<file path="config.mk">
export PLATFORM = sky130hd
export DESIGN_NAME = cpu_bus_arbiter
export DESIGN_NICKNAME = d
export VERILOG_FILES = /design/src/rtl/cpu_bus_pkg.sv /design/src/rtl/cpu_bus_arbiter.sv
export SDC_FILE = /design/constraint.sdc
export NUM_CORES = 1
export LEC_CHECK = 0
export CELL_PAD_IN_SITES_DETAIL_PLACEMENT = 1
export CELL_PAD_IN_SITES_GLOBAL_PLACEMENT = 2
export CORE_ASPECT_RATIO = 0.5
export CORE_MARGIN = 2
export CORE_UTILIZATION = 22
export CTS_CLUSTER_SIZE = 16
export DETAILED_ROUTE_END_ITERATION = 8
export HOLD_SLACK_MARGIN = 0.12
export PLACE_DENSITY = 0.87
export SYNTH_ARGS = -nofsm -noshare
export SYNTH_HDL_FRONTEND = slang
export SYNTH_SLANG_ARGS = --single-unit
</file>
<file path="constraint.sdc">
create_clock -name clk -period 6 [get_ports clk]
set_clock_uncertainty 0.15 [all_clocks]
set_input_delay 0.6 -clock clk [delete_from_list [all_inputs] [get_ports clk]]
set_output_delay 0.6 -clock clk [all_outputs]
set_load 0.005 [all_outputs]
</file>
<file path="src/rtl/cpu_bus_pkg.sv">
// Shared encodings and width defaults for the CPU bus arbiter.
// Holds the FSM state codes, the owner codes and the default widths.
package cpu_bus_pkg;

    localparam int unsigned AddrWidth = 32;
    localparam int unsigned DataWidth = 32;
    localparam int unsigned StrbWidth = 4;

    localparam logic [1:0] StIdle = 2'b00;
    localparam logic [1:0] StAddr = 2'b01;
    localparam logic [1:0] StWait = 2'b10;

    localparam logic OwnInst = 1'b0;
    localparam logic OwnData = 1'b1;

endpackage

</file>
<file path="src/rtl/cpu_bus_arbiter.sv">
// Arbitrates instruction fetch and load/store onto one request/response memory port.
// Data has fixed priority, and at most one transaction is outstanding at a time.
module cpu_bus_arbiter
    import cpu_bus_pkg::*;
#(
    parameter int unsigned ADDR_W = AddrWidth,
    parameter int unsigned DATA_W = DataWidth
) (
    input  logic                 clk,
    input  logic                 rst,
    input  logic                 inst_req,
    input  logic [ADDR_W-1:0]    inst_addr,
    output logic [DATA_W-1:0]    inst_rdata,
    output logic                 i_stall,
    input  logic                 data_req,
    input  logic                 data_wr,
    input  logic [StrbWidth-1:0] data_wstrb,
    input  logic [ADDR_W-1:0]    data_addr,
    input  logic [DATA_W-1:0]    data_wdata,
    output logic [DATA_W-1:0]    data_rdata,
    output logic                 d_stall,
    input  logic                 longest_stall,
    output logic                 mem_req,
    output logic                 mem_wr,
    output logic [StrbWidth-1:0] mem_wstrb,
    output logic [ADDR_W-1:0]    mem_addr,
    output logic [DATA_W-1:0]    mem_wdata,
    input  logic                 mem_addr_ok,
    input  logic                 mem_data_ok,
    input  logic [DATA_W-1:0]    mem_rdata
);

    logic [1:0]           state_q, state_d;
    logic                 owner_q, owner_d;
    logic [ADDR_W-1:0]    addr_q, addr_d;
    logic                 wr_q, wr_d;
    logic [StrbWidth-1:0] wstrb_q, wstrb_d;
    logic [DATA_W-1:0]    wdata_q, wdata_d;
    logic                 inst_done_q, inst_done_d;
    logic                 data_done_q, data_done_d;
    logic [DATA_W-1:0]    inst_rdata_q, inst_rdata_d;
    logic [DATA_W-1:0]    data_rdata_q, data_rdata_d;
    logic                 complete;

    always_comb begin
        state_d  = state_q;
        owner_d  = owner_q;
        addr_d   = addr_q;
        wr_d     = wr_q;
        wstrb_d  = wstrb_q;
        wdata_d  = wdata_q;
        complete = 1'b0;
        case (state_q)
            StIdle: begin
                // A port whose done flag is still set is never re-issued.
                if (data_req && !data_done_q) begin
                    owner_d = OwnData;
                    addr_d  = data_addr;
                    wr_d    = data_wr;
                    wstrb_d = data_wstrb;
                    wdata_d = data_wdata;
                    state_d = StAddr;
                end else if (inst_req && !inst_done_q) begin
                    owner_d = OwnInst;
                    addr_d  = inst_addr;
                    wr_d    = 1'b0;
                    wstrb_d = '0;
                    wdata_d = '0;
                    state_d = StAddr;
                end
            end
            StAddr: begin
                if (mem_addr_ok) begin
                    if (mem_data_ok) begin
                        complete = 1'b1;
                        state_d  = StIdle;
                    end else begin
                        state_d = StWait;
                    end
                end
            end
            StWait: begin
                if (mem_data_ok) begin
                    complete = 1'b1;
                    state_d  = StIdle;
                end
            end
            default: state_d = StIdle;
        endcase
    end

    // Completion sets the flag; set wins, though it cannot meet a clear in practice.
    always_comb begin
        inst_done_d  = inst_done_q & longest_stall;
        data_done_d  = data_done_q & longest_stall;
        inst_rdata_d = inst_rdata_q;
        data_rdata_d = data_rdata_q;
        if (complete) begin
            if (owner_q == OwnInst) begin
                inst_done_d  = 1'b1;
                inst_rdata_d = mem_rdata;
            end else begin
                data_done_d = 1'b1;
                if (!wr_q) begin
                    data_rdata_d = mem_rdata;
                end
            end
        end
    end

    always_ff @(posedge clk) begin
        if (!rst) begin
            state_q      <= StIdle;
            owner_q      <= OwnInst;
            addr_q       <= '0;
            wr_q         <= 1'b0;
            wstrb_q      <= '0;
            wdata_q      <= '0;
            inst_done_q  <= 1'b0;
            data_done_q  <= 1'b0;
            inst_rdata_q <= '0;
            data_rdata_q <= '0;
        end else begin
            state_q      <= state_d;
            owner_q      <= owner_d;
            addr_q       <= addr_d;
            wr_q         <= wr_d;
            wstrb_q      <= wstrb_d;
            wdata_q      <= wdata_d;
            inst_done_q  <= inst_done_d;
            data_done_q  <= data_done_d;
            inst_rdata_q <= inst_rdata_d;
            data_rdata_q <= data_rdata_d;
        end
    end

    assign mem_req    = (state_q == StAddr);
    assign mem_wr     = wr_q;
    assign mem_wstrb  = wstrb_q;
    assign mem_addr   = addr_q;
    assign mem_wdata  = wdata_q;
    assign inst_rdata = inst_rdata_q;
    assign data_rdata = data_rdata_q;
    assign i_stall    = inst_req & ~inst_done_q;
    assign d_stall    = data_req & ~data_done_q;

endmodule

</file>
Word level (Yosys, flattened, before mapping) --
Cells that the tools add are included.
Storage, ports and cells: word-level logic and storage cells 55, input port bits 140, register bits after elaboration 138
Operators by class: multiplexer cells 22, reductions and logical operators 10, equality and inequality tests 5, bitwise operators 8
Operator list (count):
- 2-to-1 mux 32 bit | 4
- 2-to-1 mux 2 bit | 5
- 2-to-1 mux 1 bit | 9
- 2-to-1 mux 4 bit | 2
- case mux 2 bit (3 select lines) | 1
- AND reduction 3 bit | 2
- bitwise AND 1 bit | 4
- NOT 1 bit | 4
- AND reduction 2 bit | 2
- != test 3 bit (second input constant) | 1
- equality test 2 x 1 -> 1 bit (second input constant) | 1
- equality test 2 bit (second input constant) | 1
- logical AND 1 bit | 2
- zero test 1 bit | 2
- zero test 2 bit | 1
- != test 2 x 1 -> 1 bit (second input constant) | 1
- != test 2 bit (second input constant) | 1
- case mux 1 bit (2 select lines) | 1
- nonzero test 2 bit | 1

Longest topological paths before layout --
Gate-level depths: netlist of run 1.
word-level depth 5, gate-level depth with buffers 8

Worst setup path before layout of run 1 --
OpenSTA, ideal clock, no wires.
kind reg-to-reg, from register state_q[0], to register data_rdata_q[21], in the netlist data_rdata[21], required time 5.718 ns, stages on the path, launching flop included 9, library setup time 0.132 ns, path slack 4.125 ns, buffers on the path 2, arrival time 1.593 ns, cells stage by stage dfxtp_1 -> inv_1 -> ha_1 -> nand2_1 -> or4b_1 -> buf_2 -> buf_6 -> nand2_2 -> a21oi_1
On the way: cells in the longest elaborated chain, start to end 3
RTL lines:
- start: declaration | RTL line cpu_bus_arbiter.sv:33 | logic [1:0] state_q, state_d;
- start signal: assignment | RTL line cpu_bus_arbiter.sv:113 | state_q <= StIdle;
- start signal: assignment | RTL line cpu_bus_arbiter.sv:124 | state_q <= state_d;
- equality test 2 bit / equality test 2 x 1 -> 1 bit (equally long branches) | RTL line cpu_bus_arbiter.sv:53 | case (state_q)
- case mux 1 bit (2 select lines) * | RTL line cpu_bus_arbiter.sv:53
- AND reduction 3 bit (no line) *
- end signal: assignment | RTL line cpu_bus_arbiter.sv:133 | data_rdata_q <= data_rdata_d;
- end: declaration | RTL line cpu_bus_arbiter.sv:42 | logic [DATA_W-1:0] data_rdata_q, data_rdata_d;
Every way passes the cells marked *; elsewhere a longest branch is shown, timed or not. A chain may end at the register's enable or synchronous reset.

Worst setup path after layout of run 1 --
from input port data_req, to output port d_stall
On the way: cells in the longest elaborated chain, start to end 1
RTL lines:
- start: declaration | RTL line cpu_bus_arbiter.sv:15 | input logic data_req,
- bitwise AND 1 bit | RTL line cpu_bus_arbiter.sv:145 | assign d_stall = data_req & ~data_done_q;
- end: declaration | RTL line cpu_bus_arbiter.sv:21 | output logic d_stall,
Every way passes these cells.

==> flow_results.org, run 1 <==
** Worst setup path
- The setup path with the least slack is of type input port to output pin.
- Largest driver fanout on the critical path :: 34
- STA classifies the critical path startpoint as an input port.
- STA classifies the critical path endpoint as an output pin.
- WP data arrival :: 2.25 ns
- Required time reported for the critical path endpoint :: 5.25 ns

** Global routing
- First-pass GRT wire length :: 30900 µm
- Antenna violations before repair :: 1
- Entering global routing, the biggest net connects 68 pins.
- GRT Total Usage :: 15.9%
- Vias in the first global route :: 5597
- After global routing the overflow that remains totals 0.

** Clock network
- CTS Sinks :: 138
- Counting the buffers created by CTS gives 17.
- Buffers added to address setup during post-CTS repair amount to 0.
- Resized Gates After CTS :: 0
- Clock edge transition at the registers on the reported setup and hold paths :: 0.06 ns
- Total number of H-tree levels :: 4
- In this run the deepest clock path goes through 2 buffers.
- Clock root buffer master :: sky130_fd_sc_hd__clkbuf_16
- Hold-fix buffers, CTS :: 0
- Worst skew pair latency :: 0.42 ns
- TritonCTS built the clock tree.

** Placed design
- In this run the cell area measured after placement is 8140 µm².
- Hpwl dp :: 14200 µm
- Count of buffers inserted at the top-level ports :: 275
- Placer's final routability congestion estimate :: 0.795
- Place WS :: 2.98 ns
- Number of cells in the design after placement :: 1158

** Layout
- In the final layout, the share of cells above drive strength 1 is 6.68%.
- Area growth from synthesis to final layout :: 68.0%
- For this run, the post-layout net count is 1013.
- Number of fill cells in the layout :: 2695
- With fillers left out, the area of the finished cells amounts to 8720 µm².
- Number of cells in the finished layout apart from fillers :: 1191

** Route
- Total wirelength of the detailed-routed design :: 20000 µm
- Dividing the detail-routed wire length by the instance count gives 16.8 µm.
- First DRT Iteration DRCs :: 276
- Dividing the detail-routed via count by the number of cells gives 4.52.
- Summing over every cut layer, the via total after detailed routing is 5386.
- Post-detailed-route count of antenna-violating nets :: 0
- The pre-antenna-repair detailed-routing pass consisted of 4 iterations.
- In the routed design, unresolved DRC markers number 0.

** Power
- In this run the static leakage power is 3.08 nW.
- P per Cell Area :: 289 nW/µm²
- Switching power summed over all nets :: 675 µW
- Fraction of power consumed by combinational cells :: 18.3%
- Per report_power, the clock group accounts for 41.4% of the total.
- Largest voltage drop on the vdd net :: 134 µV
- Cell internal power dissipation :: 1.85 mW
- Net Sw Frac :: 26.8%
- Of the total power, registers draw 40.3%.

** Min path
- The tightest min-delay check is of the register to register type.

** Timing
- Dividing the final minimum period by the clock period gives 50.0%.
- At the pin with the least slew margin, the transition time is 1.02 ns.
- Setup violations remaining at the end of the flow were counted as 0.
- Worst hold slack across all endpoints :: 0.303 ns
- In this run the tightest slew margin relative to its limit is 32.0%.
- The number of hold-slack violations in the final timing report came to 0.
- Derived from the worst setup path, the maximum achievable clock frequency is 0.333 GHz.
- For the final routed database, the setup TNS stands at 0 ns.
- Max-slew violation total from the final report :: 0
- Setup repair after global routing left no endpoint under its margin.
- Once routing completed, OpenROAD measured the worst setup slack at 3.00 ns.
- Fin crit period :: 3.00 ns

** Die
- The die is 113 µm tall.
- Number of placed I/O pins :: 276
- The floorplan step set the die width to 221 µm.
- Initial standard-cell utilization of the core :: 22.6%
- Placement Rows :: 39
- Core box area :: 23000 µm²
- The die covers 24900 µm².

** Synth
- Cell count after synthesis :: 620
- The Yosys step of the flow raised 0 warnings.
- Flip-flop and latch count after synthesis :: 138
- Sequential-to-total area share from yosys stat :: 53.2%
- The number of nets handed over by synthesis was 763.
- Synth unique cells :: 30
- Netlist Area Pre-Place :: 5190 µm²
- Synthesized area divided by synthesized cell count :: 8.37 µm²

** Job
- Max-cap violations in this run came to 0.

** Status
- The flow ran to the end, and the final reports show no timing, DRC or antenna violations.
==> layer usage <==
metal,vias to the layer above,global-route usage (%),share of wire [%]
li1,2610,-,-
met1,2652,17.4,42
met2,93,29.6,53
met3,31,3.64,2.8
met4,0,7.02,2.7
met5,-,0,0
==> power groups by stage <==
stage | sequential (mW) | combinational (mW) | clock [mW]
after floorplan | 1.04 | 0.192 | 0
after global placement | 1.03 | 0.456 | 0
after detailed placement | 1.04 | 0.466 | 0
after CTS | 1.02 | 0.468 | 1.08
after global routing | 1.03 | 0.501 | 1.13
final | 1.02 | 0.461 | 1.04
==> worst max-delay path, stage by stage <==
cell and delay, ns:
sky130_fd_sc_hd__clkdlybuf4s50_1 0.46, sky130_fd_sc_hd__nand2b_1 0.08, sky130_fd_sc_hd__inv_2 0.48, sky130_fd_sc_hd__clkdlybuf4s50_1 0.62
==> flip-flops by register name (all words and copies together), names as in the netlist <==
name,count
data_rdata,32
data_done_q,1
inst_done_q,1
mem_addr,32
mem_wstrb,4
inst_rdata,32
owner_q,1
mem_wr,1
mem_wdata,32
state_q,2
==> cell type report <==
type / count / area [µm²] / area share, %
inverter: 8 / 31.3 / 0.359
timing repair buffer: 284 / 2820 / 32.3
multi-input combinational: 421 / 2150 / 24.6
tap: 307 / 384 / 4.41
antenna: 1 / 2.50 / 0.0287
sequential: 138 / 2760 / 31.7
clock inverter: 14 / 149 / 1.71
clock buffer: 18 / 429 / 4.92
==> final timing paths <==
path         slack, ns  depth (start not counted)       endpoint     startpoint
max               3.00                          4        d_stall       data_req
min               0.30                          2  data_rdata[3]  data_rdata[3]
max reg2reg       3.77                          5  mem_wdata[28]    data_done_q
min reg2reg       0.30                          2  data_rdata[3]  data_rdata[3]
==> cells by family after synthesis <==
group                    count (synthesis)  share of synthesized area [%]
AO/OA/AOI/OAI                          142                           18.2
adder cells (fa/ha/maj)                  3                          0.723
AND/OR/NAND/NOR                        275                           21.6
flip-flops                             138                           53.2
multiplexers                             1                          0.193
buffers and inverters                   61                           5.98
==> metrics by stage <==
stage	power, mW	utilization [%]
CTS	2.56	37.9
global route	2.66	37.9
global placement	1.49	35.4
finish	2.52	37.9
detailed placement	1.50	35.4
floorplan	1.23	-
==> cells in the mapped netlist, drive strengths merged <==
| cell type | n | area share (%) |
|---|---|---|
| nand3 | 32 | 3.1 |
| nor4b | 1 | 0.29 |
| buf | 31 | 3.8 |
| a31oi | 1 | 0.12 |
| clkbuf | 22 | 1.6 |
| o21ai | 33 | 3.2 |
| o32ai | 1 | 0.17 |
| ha | 3 | 0.72 |
| nor2 | 74 | 5.4 |
| nand2b | 2 | 0.24 |
| o22ai | 1 | 0.12 |
| clkinv | 1 | 0.072 |
| a311oi | 32 | 5.4 |
| inv | 7 | 0.51 |
| or3 | 1 | 0.12 |
| or4b | 1 | 0.19 |
| a22oi | 38 | 5.5 |
| a21oi | 36 | 3.8 |
| nor3 | 1 | 0.096 |
| mux2i | 1 | 0.19 |
| nand2 | 163 | 12 |
| dfxtp | 138 | 53 |
==> placed cells by master, fill, tap and decap left out, drive strengths merged, types with 2 or more instances in the layout <==
master and n:
nor2 74, a22oi 38, nand2b 2, clkinv 7
dfxtp 138, buf 10, clkinvlp 4, clkbuf 18
nand3 32, a311oi 32, o21ai 33, inv 9
clkdlybuf4s50 274, nand2 163, ha 3, bufinv 2
a21oi 36
Note: power is estimated with default switching activity, not from simulation.
==> run 2, diff against run 1 <==
--- a/config.mk
+++ b/config.mk
@@ -9,11 +9,11 @@
 export CELL_PAD_IN_SITES_GLOBAL_PLACEMENT = 2
 export CORE_ASPECT_RATIO = 0.5
 export CORE_MARGIN = 2
-export CORE_UTILIZATION = 22
+export CORE_UTILIZATION = 21
 export CTS_CLUSTER_SIZE = 16
 export DETAILED_ROUTE_END_ITERATION = 8
 export HOLD_SLACK_MARGIN = 0.12
-export PLACE_DENSITY = 0.87
+export PLACE_DENSITY = 0.84
 export SYNTH_ARGS = -nofsm -noshare
 export SYNTH_HDL_FRONTEND = slang
 export SYNTH_SLANG_ARGS = --single-unit
==> constraint.sdc (replaced) <==
create_clock -name clk -period 2.8 [get_ports clk]
set_clock_uncertainty 0.15 [all_clocks]
set_input_delay 0.28 -clock clk [delete_from_list [all_inputs] [get_ports clk]]
set_output_delay 0.28 -clock clk [all_outputs]
set_load 0.005 [all_outputs]
==> run 2 against run 1 <==
  * First-iteration DRC count shrank 4.7%
  * Largest cell class unchanged
  * Critical endpoint unchanged
  * Critical path type is now register to output pin
  * Global-route usage shrank 0.38 points
  * Critical path depth shrank 1
==> flow_results.org, run 2 (synthesis gave the netlist of run 1 again) <==
** Status
- The flow ran to the end, and the final reports show no timing, DRC or antenna violations.

** Die
- The number of standard-cell rows in the floorplan is 40 (+2.6%).
- Number of placed I/O pins :: 276 (unchanged)
- The die height is 115 µm (+2.3%).
- The chip width came to 226 µm (+2.3%).
- Core box area :: 24100 µm² (+5.0%)
- The total die area came to 26100 µm² (+4.6%).
- Initial standard-cell utilization of the core :: 21.5% (-1.1 points)

** Worst setup path
- Reg2reg start :: state_q[1]
- STA classifies the critical path endpoint as an output pin.
- CP cell instances :: nand2b_1 -> inv_2 -> clkdlybuf4s50_1
- The sum of buffers and inverters on the critical path came to 2 (-1).
- WP data arrival :: 1.84 ns (-0.41 ns)
- The maximum single-stage delay on the critical path is 0.56 ns (-0.06 ns).
- Required time reported for the critical path endpoint :: 2.37 ns (-2.88 ns)
- In this run the worst setup path begins at data_done_q.
- STA classifies the critical path startpoint as a register.
- CP max stage cell :: sky130_fd_sc_hd__clkdlybuf4s50_1
- Top cell family by delay on the critical path :: buffers and inverters
- The critical path is of the register to output pin type.
- Largest driver fanout on the critical path :: 10 (-71%)

** Route
- The number of remaining DRC errors came to 0 (unchanged).
- The number of vias after detailed routing was 5385 (-0.019%).
- DR vias/cell :: 4.40 (-2.8%)
- The first-pass iteration count of the detailed router was 4 (unchanged).
- The detailed-route wire length per cell came to 16.4 µm (-1.9%).
- Total wirelength of the detailed-routed design :: 20100 µm (+0.91%)
- First DRT Iteration DRCs :: 263 (-4.7%)
- The residual antenna-violating net count after detailed routing was 0 (unchanged).

** Power
- The net switching power figure was 1.43 mW (+110%).
- The switching share of total power came to 25.0% (-1.7 points).
- Fraction of power consumed by combinational cells :: 17.7% (-0.6 points)
- P per Cell Area :: 644 nW/µm² (+120%)
- Largest voltage drop on the vdd net :: 235 µV (+75%)
- Leakage Power :: 3.15 nW (+2.3%)
- Cell internal power dissipation :: 4.29 mW (+130%)
- Power share of the sequential group :: 38.2% (-2.1 points)
- Proportion of power drawn by the clock network :: 44.1% (+2.7 points)

** Clock network
- Maximum number of buffers from clock root to sink :: 2 (unchanged)
- Clock edge transition at the registers on the reported setup and hold paths :: 0.07 ns (about the same)
- Hold-fix buffers, CTS :: 0 (unchanged)
- Number of buffers inserted during clock tree synthesis :: 17 (unchanged)
- The clock latency at the later pin of the worst-skew pair was 0.42 ns (about the same).
- The post-cts gate resize count came to 0 (unchanged).
- The depth of the CTS H-tree came to 4 (unchanged).
- Clock root buffer master :: sky130_fd_sc_hd__clkbuf_16
- Setup Buffers After CTS :: 0 (unchanged)
- CTS tree :: built
- CTS Sinks :: 138 (unchanged)

** Timing
- Post-route worst setup slack :: 0.533 ns (-2.46 ns)
- Setup TNS Final :: 0 ns (unchanged)
- Worst hold slack across all endpoints :: 0.193 ns (-0.110 ns)
- Final Hold Viols :: 0 (unchanged)
- The transition time at the pin with the least slew margin came to 0.670 ns (-0.347 ns).
- Worst relative slew slack :: 55.3% (+23 points)
- For the finished layout, the period the worst path requires is 2.27 ns.
- Based on the critical path, the design can be clocked at up to 0.441 GHz.
- In the finished design, the share of the clock period the worst path needs comes to 81.0%.
- Setup violations, final :: 0 (unchanged)
- Max-slew violation total from the final report :: 0 (unchanged)
- Setup repair after global routing left no endpoint under its margin.

** Placed design
- The placed cell area is 8230 µm² (+1.1%).
- The post-DP HPWL came to 14600 µm (+2.7%).
- Count of buffers inserted at the top-level ports :: 275 (unchanged)
- Placer's final routability congestion estimate :: 0.788 (-0.86%)
- The worst-case setup slack after placement came to 0.583 ns (-2.40 ns).
- The count of placed standard cells including taps came to 1192 (+2.9%).

** Layout
- The area of all placed cells without fillers came to 8890 µm² (+1.9%).
- Number of fill cells in the layout :: 2822 (+4.7%)
- Number of cells in the finished layout apart from fillers :: 1225 (+2.9%)
- Commonest cells after routing, fill and taps aside :: sky130_fd_sc_hd__clkdlybuf4s50_1 (274), sky130_fd_sc_hd__nand2_1 (153), sky130_fd_sc_hd__dfxtp_1 (138)
- The area growth from synthesis to layout is 71.2%.
- The net count of the finished layout is 1018 (+0.49%).
- Fraction of final layout cells sized beyond drive strength 1 :: 7.09% (+0.41 points)
- Most frequent standard cell in the layout excluding fill and tap cells :: sky130_fd_sc_hd__clkdlybuf4s50_1

** Global routing
- The wire length of the first global-routing pass is 31000 µm (+0.36%).
- The via count of the first global-routing pass came to 5621 (+0.43%).
- Antenna violations before repair :: 1 (unchanged)
- GRT Total Usage :: 15.5% (-0.38 points)
- Overflow left after global routing :: 0 (unchanged)
- Largest net degree at the start of global routing :: 67 (-1.5%)

** Job
- The total of max-cap violations was 0 (unchanged).

** Min path
- Hold/Removal Path Class :: input port to register
- The worst hold path begins at rst.
-- run 2: cell types whose count changed in the layout (fill, tap and decap cells not counted), sizes merged --
| cell | previous run | this run |
|---|---|---|
| buf | 10 | 15 |
| bufinv | 2 | 5 |
| clkbuf | 18 | 21 |
| clkinv | 7 | 5 |
| clkinvlp | 4 | 2 |
| inv | 9 | 7 |
-- run 2: worst min-delay path, stage by stage --
cell and delay (ns):
sky130_fd_sc_hd__buf_2 0.11, sky130_fd_sc_hd__clkinv_2 0.26, sky130_fd_sc_hd__a21oi_1 0.07
-- run 2: layer usage --
| layer | up-vias | global-route usage (%) | wire, µm | part of all wire [%] |
|---|---|---|---|---|
| met1 | 2619 | 18.0 | 8590 | 43 |
| met2 | 101 | 27.5 | 10300 | 51 |
| li1 | 2628 | - | - | - |
| met5 | - | 0 | 0 | 0 |
| met3 | 37 | 3.22 | 598 | 3.0 |
| met4 | 0 | 7.81 | 631 | 3.1 |
-- run 2: per-stage QoR --
stage | power, mW | utilization [%]
after CTS | 5.80 | 36.8
final | 5.72 | 36.8
after detailed placement | 3.25 | 34.1
after global placement | 3.22 | 34.1
after global routing | 5.98 | 36.8
after floorplan | 2.64 | -
-- run 2: worst paths after layout --
kind                     to  slack [ns]  cells after the start
max                 d_stall        0.53                      3
min          data_rdata[17]        0.19                      3
max reg2reg  data_rdata[15]        0.67                      7
min reg2reg   data_rdata[4]        0.30                      2
-- run 2: layout make-up --
cell class / count / area [µm²] / share of cell area, %
Timing Repair Buffer: 289 / 2870 / 32.2
Sequential cell: 138 / 2760 / 31.1
Multi-Input combinational cell: 421 / 2150 / 24.2
Clock buffer: 21 / 460 / 5.18
Tap cell: 336 / 420 / 4.73
Clock inverter: 11 / 193 / 2.17
Inverter: 8 / 31.3 / 0.352
Antenna cell: 1 / 2.50 / 0.0282
-- run 2: power by group through the flow --
| stage | Sequential [mW] | Clock [mW] | Combinational [mW] |
|---|---|---|---|
| 3_5_place_dp | 2.23 | 0 | 1.02 |
| 5_1_grt | 2.20 | 2.67 | 1.11 |
| 6_report | 2.19 | 2.52 | 1.01 |
| 2_1_floorplan | 2.23 | 0 | 0.412 |
| 3_3_place_gp | 2.22 | 0 | 0.998 |
| 4_1_cts | 2.19 | 2.59 | 1.03 |
==> run 3, diff against run 2 <==
--- a/config.mk
+++ b/config.mk
@@ -9,11 +9,11 @@
 export CELL_PAD_IN_SITES_GLOBAL_PLACEMENT = 2
 export CORE_ASPECT_RATIO = 0.5
 export CORE_MARGIN = 2
-export CORE_UTILIZATION = 21
+export CORE_UTILIZATION = 19
 export CTS_CLUSTER_SIZE = 16
 export DETAILED_ROUTE_END_ITERATION = 8
 export HOLD_SLACK_MARGIN = 0.12
-export PLACE_DENSITY = 0.84
+export PLACE_DENSITY = 0.8
 export SYNTH_ARGS = -nofsm -noshare
 export SYNTH_HDL_FRONTEND = slang
 export SYNTH_SLANG_ARGS = --single-unit
==> constraint.sdc (replaced) <==
create_clock -name clk -period 1.86 [get_ports clk]
set_clock_uncertainty 0.15 [all_clocks]
set_input_delay 0.186 -clock clk [delete_from_list [all_inputs] [get_ports clk]]
set_output_delay 0.186 -clock clk [all_outputs]
set_load 0.005 [all_outputs]
==> run 3 against run 2 <==
  * The flow now finishes with violations (negative setup slack)
  * Utilization decreased by 2.2 points
  * Worst hold slack got worse by 0.0086 ns
  * Worst setup slack got worse by 0.61 ns
  * Critical path type is now register to register
  * Largest cell class unchanged
==> flow_results.org, run 3 (synthesis gave the netlist of run 1 again) <==
** Clock network
- Clock edge transition at the registers on the reported setup and hold paths :: 0.06 ns (about the same)
- Number of buffers inserted during clock tree synthesis :: 17 (unchanged)
- Worst skew pair latency :: 0.43 ns (about the same)
- Clock root buffer master :: sky130_fd_sc_hd__clkbuf_16
- CTS tree :: built
- Maximum number of buffers from clock root to sink :: 2 (unchanged)
- CTS Sinks :: 138 (unchanged)
- The depth of the CTS H-tree came to 4 (unchanged).

** Power
- Power share of the sequential group :: 38.8% (+0.6 points)
- Switching power summed over all nets :: 2.22 mW (+55%)
- The internal cell power came to 6.27 mW (+46%).
- Total Power Consumption :: 8.49 mW (+49%)
- The clock share of power is 41.4% (-2.7 points).
- The static power due to leakage came to 3.31 nW (+5.0%).
- Largest voltage drop on the vdd net :: 585 µV (+150%)
- Fraction of power consumed by combinational cells :: 19.8% (+2.1 points)
- The switching share of total power was 26.2% (+1.2 points).
- P per Cell Area :: 920 nW/µm² (+43%)

** Route
- The total routed wirelength was 22400 µm (+11%).
- The detailed-route wire length per cell came to 17.8 µm (+8.1%).
- The initial detailed-routing violation count is 279 (+6.1%).
- The residual antenna-violating net count after detailed routing was 0 (unchanged).
- The first-pass iteration count of the detailed router is 4 (unchanged).
- Remaining DRCs :: 0 (unchanged)
- The number of vias after detailed routing is 5487 (+1.9%).
- DR vias/cell :: 4.35 (-0.94%)

** Global routing
- The leftover overflow at the end of global routing came to 0 (unchanged).
- The global routing met2 resource utilization is 26.8% (-0.71 points).
- GR Util met3 :: 2.53% (-0.70 points)
- First-pass GRT wire length :: 33200 µm (+7.2%)
- Antenna violations before repair :: 1 (unchanged)
- The overall track demand over capacity in global routing is 15.0% (-0.51 points).
- The via count of the first global-routing pass was 5817 (+3.5%).
- The global routing stage identified its most utilized layer as met2.
- The met1 track demand over resource is 17.7% (-0.27 points).
- The largest net degree at the start of global routing is 40 (-40%).

** Worst setup path
- The maximum fanout encountered on the critical timing path is 5 (-5).
- The data arrival time of the critical path came to 2.14 ns (+0.30 ns).
- The startpoint identified for the worst register-to-register timing path is state_q[0].
- Required time reported for the critical path endpoint :: 2.06 ns (-0.31 ns)
- Critical path capture point type :: register
- The register-to-register setup slack was -0.08 ns (-0.75 ns).
- Start-to-end type of the worst setup path :: register to register
- R2r endpoint :: inst_rdata[23]
- Kind of start point of the critical path :: register
- The worst reg2reg path depth was 9 (+2).

** Die
- The starting utilization of the core area was 19.5% (-2.0 points).
- The placeable core region came to 26600 µm² (+10%).
- Chip Height :: 121 µm (+5.0%)
- The total die area came to 28700 µm² (+10%).
- Number of placed I/O pins :: 276 (unchanged)
- Die width :: 238 µm (+5.0%)
- The number of standard-cell rows in the floorplan came to 42 (+5.0%).

** Min path
- In this run the worst hold path is classified as input port to register.
- The hold path depth is 3 (unchanged).
- WHS Endpoint :: mem_addr[1]
- Start point of the worst hold path :: data_addr[1]

** Layout
- The share of the core filled with cells came to 34.7% (-2.2 points).
- Number of cells in the finished layout apart from fillers :: 1260 (+2.9%)
- Fraction of final layout cells sized beyond drive strength 1 :: 11.0% (+3.9 points)
- The area of all placed cells without fillers came to 9230 µm² (+3.9%).
- Commonest cells after routing, fill and taps aside :: sky130_fd_sc_hd__clkdlybuf4s50_1 (271), sky130_fd_sc_hd__nand2_1 (152), sky130_fd_sc_hd__dfxtp_1 (136)
- Most frequent standard cell in the layout excluding fill and tap cells :: sky130_fd_sc_hd__clkdlybuf4s50_1
- The net count of the finished layout came to 1038 (+2.0%).
- The area growth from synthesis to layout is 77.9%.

** Timing
- The number of hold-slack violations in the final timing report is 0 (unchanged).
- The worst hold slack across all endpoints came to 0.185 ns (-0.00864 ns).
- Worst relative slew slack :: 72.6% (+17 points)
- Max-slew violation total from the final report :: 0 (unchanged)
- Period Utilization, post-route :: 104%
- Timing would allow up to 0.515 GHz.
- Setup repair after global routing could not meet its margin everywhere.
- The total setup violations reported at the end of the flow was 37 (+37).
- Post-route worst setup slack :: -0.0805 ns (-0.614 ns)
- The transition time at the pin with the least slew margin was 0.411 ns (-0.260 ns).
- Setup TNS Final :: -0.831 ns (-0.831 ns)
- Fin crit period :: 1.94 ns

** Status
- Run status :: complete, but fails checks
- Violated checks :: negative setup slack

** Placed design
- The final weighted congestion in routability-driven placement was 0.770 (-2.2%).
- The post-DP HPWL came to 16000 µm (+10%).
- The count of placed standard cells including taps was 1218 (+2.2%).
- Place WS :: -0.182 ns (-0.765 ns)
- The placed cell area came to 8410 µm² (+2.2%).
- Count of buffers inserted at the top-level ports :: 275 (unchanged)

** Job
- Total of max-cap violations :: 0 (unchanged)
[run 3: how the worst max path moves through the flow]
stage | from | to | slack (ns)
after floorplan | state_q[0] | data_rdata[21] | -0.006
after global placement | mem_data_ok | data_rdata[15] | -0.14
after detailed placement | mem_data_ok | data_rdata[21] | -0.18
after CTS | state_q[0] | data_rdata[25] | -0.04
after global routing | state_q[1] | inst_rdata[23] | -0.18
final | state_q[0] | inst_rdata[23] | -0.08
[run 3: power by group through the flow]
stage	Combinational [mW]	Clock, mW	Sequential [mW]
after floorplan	0.635	0	3.36
after CTS	1.67	3.63	3.29
after detailed placement	1.66	0	3.35
final	1.68	3.52	3.29
after global placement	1.63	0	3.34
after global routing	1.83	3.78	3.32
[run 3: per-layer routing]
layer	vias up	wire length, µm
li1	2672	-
met1	2687	9730
met2	93	11500
met3	35	504
met4	0	648
met5	-	0
[run 3: cell type report]
| cell class | instances | area, µm² |
|---|---|---|
| Inverter | 8 | 31.3 |
| Fill cell | 3064 | 17400 |
| Tap cell | 352 | 440 |
| Multi-Input combinational cell | 421 | 2220 |
| Clock buffer | 19 | 453 |
| Clock inverter | 12 | 148 |
| Antenna cell | 1 | 2.50 |
| Sequential cell | 138 | 2770 |
| Timing Repair Buffer | 309 | 3180 |
[run 3: worst max-delay path, stage by stage, from the launching register on]
cell	delay, ns
sky130_fd_sc_hd__dfxtp_2	0.35
sky130_fd_sc_hd__inv_2	0.06
sky130_fd_sc_hd__ha_4	0.27
sky130_fd_sc_hd__nand2_4	0.04
sky130_fd_sc_hd__buf_4	0.15
sky130_fd_sc_hd__nor3_4	0.32
sky130_fd_sc_hd__buf_6	0.19
sky130_fd_sc_hd__clkbuf_16	0.15
sky130_fd_sc_hd__nand3_1	0.07
sky130_fd_sc_hd__o21ai_1	0.12
[run 3: repair_timing]
action                                  4_1_cts  5_1_grt
endpoints found under the setup margin       54       65
gates resized for setup                      10       34
hold endpoints to repair                      3        0
cloned                                        0        6
setup buffers                                 1        2
hold buffers                                  1        0
